File: src/rtl/index_walk_scheduler.sv
// Round-robin shared index-walk engine: latches one requester's (base, count) job and
// streams index addresses on a valid/ready port. Optional per-job stride: INDEX_WALK_STRIDE_EN.
`ifndef INDEX_NUM_LOG
`define INDEX_NUM_LOG 6
`endif

module index_walk_scheduler #(
  parameter int NUM_REQ = 4,
  parameter int ADDR_W  = 16,
  parameter int OWNER_W = $clog2(NUM_REQ)
) (
  input  logic                              clock,
  input  logic                              reset,
  input  logic [NUM_REQ-1:0]                req_valid,
  input  logic [NUM_REQ*`INDEX_NUM_LOG-1:0] req_count,
  input  logic [NUM_REQ*ADDR_W-1:0]         req_base,
`ifdef INDEX_WALK_STRIDE_EN
  input  logic [NUM_REQ*ADDR_W-1:0]         req_stride,
`endif
  output logic [NUM_REQ-1:0]                req_grant,
  output logic                              idx_valid,
  output logic [ADDR_W-1:0]                 idx_addr,
  output logic [OWNER_W-1:0]                idx_owner,
  output logic                              idx_last,
  input  logic                              idx_ready,
  output logic [NUM_REQ-1:0]                done,
  output logic                              busy,
  output logic [1:0]                        dbg_state
);

  localparam int CNT_W = `INDEX_NUM_LOG;

  // Handshake: a beat transfers when idx_valid && idx_ready on a rising clock edge;
  // once raised, idx_valid stays high with addr/owner/last stable until the beat transfers.
  typedef enum logic [1:0] {
    IDLE  = 2'd0,
    ISSUE = 2'd1,
    ZERO  = 2'd2
  } state_e;

  state_e             state_q, state_d;
  logic [ADDR_W-1:0]  cur_addr_q, cur_addr_d;
  logic [CNT_W-1:0]   remaining_q, remaining_d;
  logic [OWNER_W-1:0] owner_q, owner_d;
  logic [OWNER_W-1:0] rr_ptr_q, rr_ptr_d;
  logic [NUM_REQ-1:0] done_q, done_d;
  logic [ADDR_W-1:0]  step;

  logic               found;
  logic [OWNER_W-1:0] win;
  logic [OWNER_W-1:0] next_ptr;
  logic [ADDR_W-1:0]  sel_base;
  logic [CNT_W-1:0]   sel_count;

`ifdef INDEX_WALK_STRIDE_EN
  logic [ADDR_W-1:0]  stride_q, stride_d;
  logic [ADDR_W-1:0]  sel_stride;
  assign step = stride_q;
`else
  assign step = ADDR_W'(1);
`endif

  // Search from the pointer upward first, then wrap to the low requesters.
  always_comb begin
    found = 1'b0;
    win   = '0;
    for (int i = 0; i < NUM_REQ; i++) begin
      if (!found && req_valid[i] && (i >= int'(rr_ptr_q))) begin
        found = 1'b1;
        win   = OWNER_W'(i);
      end
    end
    for (int i = 0; i < NUM_REQ; i++) begin
      if (!found && req_valid[i] && (i < int'(rr_ptr_q))) begin
        found = 1'b1;
        win   = OWNER_W'(i);
      end
    end
  end

  always_comb begin
    sel_base  = '0;
    sel_count = '0;
`ifdef INDEX_WALK_STRIDE_EN
    sel_stride = '0;
`endif
    for (int i = 0; i < NUM_REQ; i++) begin
      if (win == OWNER_W'(i)) begin
        sel_base  = req_base[i*ADDR_W +: ADDR_W];
        sel_count = req_count[i*CNT_W +: CNT_W];
`ifdef INDEX_WALK_STRIDE_EN
        sel_stride = req_stride[i*ADDR_W +: ADDR_W];
`endif
      end
    end
    next_ptr = (win == OWNER_W'(NUM_REQ-1)) ? '0 : OWNER_W'(win + 1'b1);
  end

  always_comb begin
    state_d     = state_q;
    cur_addr_d  = cur_addr_q;
    remaining_d = remaining_q;
    owner_d     = owner_q;
    rr_ptr_d    = rr_ptr_q;
    done_d      = '0;
    req_grant   = '0;
`ifdef INDEX_WALK_STRIDE_EN
    stride_d    = stride_q;
`endif
    case (state_q)
      IDLE: begin
        if (found) begin
          req_grant[win] = 1'b1;
          cur_addr_d     = sel_base;
          remaining_d    = sel_count;
          owner_d        = win;
          rr_ptr_d       = next_ptr;
`ifdef INDEX_WALK_STRIDE_EN
          stride_d       = sel_stride;
`endif
          if (sel_count == '0) begin
            // Empty job completes in the following ZERO cycle.
            state_d     = ZERO;
            done_d[win] = 1'b1;
          end else begin
            state_d = ISSUE;
          end
        end
      end
      ISSUE: begin
        if (idx_ready) begin
          cur_addr_d  = cur_addr_q + step;
          remaining_d = remaining_q - 1'b1;
          if (remaining_q == CNT_W'(1)) begin
            state_d         = IDLE;
            done_d[owner_q] = 1'b1;
          end
        end
      end
      ZERO: begin
        state_d = IDLE;
      end
      default: begin
        state_d = IDLE;
      end
    endcase
  end

  always_ff @(posedge clock) begin
    if (reset) begin
      state_q     <= IDLE;
      cur_addr_q  <= '0;
      remaining_q <= '0;
      owner_q     <= '0;
      rr_ptr_q    <= '0;
      done_q      <= '0;
    end else begin
      state_q     <= state_d;
      cur_addr_q  <= cur_addr_d;
      remaining_q <= remaining_d;
      owner_q     <= owner_d;
      rr_ptr_q    <= rr_ptr_d;
      done_q      <= done_d;
    end
  end

`ifdef INDEX_WALK_STRIDE_EN
  always_ff @(posedge clock) begin
    if (reset) begin
      stride_q <= '0;
    end else begin
      stride_q <= stride_d;
    end
  end
`endif

  assign idx_valid = (state_q == ISSUE);
  assign idx_addr  = cur_addr_q;
  assign idx_owner = owner_q;
  assign idx_last  = (state_q == ISSUE) && (remaining_q == CNT_W'(1));
  assign done      = done_q;
  assign busy      = (state_q != IDLE);
  assign dbg_state = state_q;

endmodule

File: config.mk
export PLATFORM = sky130hd
export DESIGN_NAME = index_walk_scheduler
export DESIGN_NICKNAME = d
export VERILOG_FILES = /design/src/rtl/index_walk_scheduler.sv
export SDC_FILE = /design/constraint.sdc
export NUM_CORES = 1
export LEC_CHECK = 0
export ABC_AREA = 1
export CAP_MARGIN = 20
export CELL_PAD_IN_SITES_DETAIL_PLACEMENT = 0
export CELL_PAD_IN_SITES_GLOBAL_PLACEMENT = 1
export CORE_ASPECT_RATIO = 1.5
export CORE_MARGIN = 2
export CORE_UTILIZATION = 30
export DETAILED_ROUTE_END_ITERATION = 12
export PLACE_DENSITY_LB_ADDON = 0.1
export RECOVER_POWER = 50
export REMOVE_ABC_BUFFERS = 1
export SLEW_MARGIN = 20
export SYNTH_ARGS = -nofsm -noshare
export SYNTH_HDL_FRONTEND = slang
export SYNTH_SLANG_ARGS = --single-unit
File: constraint.sdc
create_clock -name clock -period 5.8 [get_ports clock]
set_input_delay 1.16 -clock clock [delete_from_list [all_inputs] [get_ports clock]]
set_output_delay 1.16 -clock clock [all_outputs]
set_load 0.02 [all_outputs]
==> reports/metrics.csv, run 1 <==
stage;metric;value;unit
run_status;outcome;finished, final reports clean;
clock_tree;root_buffer;clkbuf_16;
critical_path;max_stage_delay;0.62;ns
sta;fin_ws;0.851;ns
synthesis;yosysTopAreaCell;dfxtp_1;
synthesis;synth_edf_count;0;
final_layout;fin_area;4240;um^2
sta;layout_min_cycle_time;4.95;ns
sta;holdWs;0.492;ns
placement;dpl-instance-area;4060;um^2
placement;place_ws;1.00;ns
route;routed_wirelength;10500;um
final_layout;synthToLayoutAreaGrowth;52.8;%
floorplan;row_count;43;
synthesis;netlist_instances;465;
final_layout;mostFrequentLayoutCell;nand2_1;
power_and_ir_drop;power;1910;uW
power_and_ir_drop;power_density;449;nW/um^2
route;remaining_drc_errors;0;
synthesis;ys_types;31;
sta;clock.fmax;0.202;GHz
route;vias_per_cell;4.85;
power_and_ir_drop;peakVddDrop;0.256;mV
final_layout;multi_input_area;1870;um^2
floorplan;die_area;10100;um^2
critical_path;cp-end-kind;output pin;
sta;worst_slew_pin_slew;1.18;ns
global_route;first_global_vias;3356;
synthesis;synth_flop_cell;dfxtp_1;
clock_tree;numClockSinks;32;
critical_path;start_kind;input pin;
floorplan;die_h;122;um
global_route;grtUsageMet3;3.63;%
synthesis;postSynthAreaPerCell;5.97;um^2
clock_tree;ctsHoldBuffers;0;
synthesis;synthTopCellsByArea;dfxtp_1 23%, nand2_1 14%, nor2_1 12%;
clock_tree;clk_latency;0.28;ns
route;ant_nets;0;
placement;place_congestion;0.815;
sta;hold_viol;0;
critical_path;critPathSlowestCell;clkdlybuf4s50_1;
route;first_iter_violations;121;
sta;fin_worst_skew;0.00519;ns
power_and_ir_drop;leakagePower;0.00180;uW
placement;port_buffers;125;
global_route;overflow;0;
global_route;grtUsageTotal;21.3;%
synthesis;yosysTopAreaCellShare;23.1;%
final_layout;diodes;0;
clock_tree;cts_tree;done;
global_route;gr-max-usage-layer;met2;
sta;slew_headroom;21.6;%
clock_tree;h-tree-depth;2;
critical_path;timing.critical_path.cells;dlygate4sd3_1, inv_1, o21ai_0, nor2_4, a21oi_1, ha_1, inv_2, nor2_1, clkdlybuf4s50_1;
route;wl_per_cell;15.1;um
final_layout;fillerInstances;1009;
floorplan;io_pins;126;
floorplan;die_w;82.6;um
clock_tree;cts-resized-gates;0;
final_layout;regArea;641;um^2
sta;final_max_slew_viol_count;0;
global_route;grt_max_degree;27;
synthesis;ys_warn_count;0;
synthesis;yosysSeqAreaShare;23.1;%
route;first_pass_iters;4;
route;vias;3358;
run;cap_viol_max_count;0;
global_route;grt.met2_usage;40.8;%
placement;hpwlAfterDp;7640;um
critical_path;arrival;3.79;ns
final_layout;nets;682;
sta;rsz0062_at_grt;false;
clock_tree;clk_pin_slew;0.06;ns
global_route;grt.met1_usage;23.3;%
synthesis;ys_seq_elements;32;
final_layout;drive_gt1_share;6.37;%
critical_path;cp.required;4.64;ns
sta;fin_crit_sh;85.3;%
synthesis;syn_area;2780;um^2
min_path;min_path_type;reg -> reg;
sta;setup_violations;0;
clock_tree;cts.path.max_buffers;2;
global_route;antenna_found_initial;0;
sta;tns;0;ns
clock_tree;cts_made_buffers;5;
synthesis;ys_async_sr_fraction;0;%
clock_tree;post_cts_buffers;0;
floorplan;initial_core_util;30.4;%
critical_path;path_class;in -> out;
global_route;grt_pass1_wl;16300;um
floorplan;core_area;9150;um^2
critical_path;crit_fanout;19;
final_layout;layout.cells.most_common_list;106 x nand2_1, 98 x clkdlybuf4s50_1, 89 x nor2_1, 46 x a21oi_1, 43 x o21ai_0;
per-stage QoR:
stage	utilization, %	cells
detailed placement	44.4	685
CTS	46.4	693
global placement	44.4	685
global route	46.4	693
floorplan	-	444
finish	46.4	693
critical path: cells and delay by family:
family          cells  cell delay (ns)
compound gates      2             0.68
simple gates        2             0.27
fa+ha+maj           1             0.25
buf+inv             4             1.41
power by group:
part	total (uW)	internal, uW	switching, uW
Sequential	411	307	104
Clock	327	226	101
Combinational	1170	453	715
per-layer routing:
layer	vias up	wire [um]
met5	-	0
met4	0	116
met3	8	534
met2	92	5690
met1	1512	4120
li1	1746	-
final timing paths:
check	startpoint	to	slack (ns)	cells past startpoint
worst max-delay path	req_valid[0]	req_grant[2]	0.85	9
worst min-delay path	rr_ptr_q[0]	rr_ptr_q[0]	0.49	2
worst max register to register	rr_ptr_q[1]	dbg_state[0]	2.44	15
worst min register to register	rr_ptr_q[0]	rr_ptr_q[0]	0.49	2
synthesized netlist by cell type (all sizes together), types with 3 or more instances:
cell,number
nand2,110
nor2,93
o21ai,59
a21oi,48
inv,34
dfxtp,32
nand3,24
buf,12
or2,10
clkbuf,9
ha,7
a22oi,6
xnor2,5
xor2,5
nor3,3
o211ai,3
area by class of cell:
class,count,share of cell area [%]
Sequential cell,32,15.1
Inverter,34,3.13
Clock inverter,1,0.708
Timing Repair Buffer,129,30.1
Tap cell,112,3.30
Multi-Input combinational cell,378,44.1
Clock buffer,7,3.60
cells by family (layout without fill, tap and decap cells):
logic type                 after synthesis  after routing  share of synthesized area [%]
adders and majority gates                7              7                           3.15
and+or+nand+nor                        242            242                           38.3
DFF                                     32             32                           23.1
AOI/OAI and AO/OA                      119            119                           22.8
buffers and inverters                   55            171                           9.60
xor gates and xnor gates                10             10                           3.15
state kept, by name, indices dropped and copies added, names as in the netlist:
| register | count |
|---|---|
| dbg_state | 2 |
| remaining_q | 6 |
| idx_owner | 2 |
| rr_ptr_q | 2 |
| idx_addr | 16 |
| done | 4 |
Power figures use the tool's default switching activity.
==> run 2, diff against run 1 <==
--- a/config.mk
+++ b/config.mk
@@ -16,7 +16,6 @@
 export PLACE_DENSITY_LB_ADDON = 0.1
 export RECOVER_POWER = 50
 export REMOVE_ABC_BUFFERS = 1
-export SLEW_MARGIN = 20
 export SYNTH_ARGS = -nofsm -noshare
 export SYNTH_HDL_FRONTEND = slang
 export SYNTH_SLANG_ARGS = --single-unit
==> results of run 2 <==
Same layout as run 1: the final DEF is identical, and so are final timing and power.
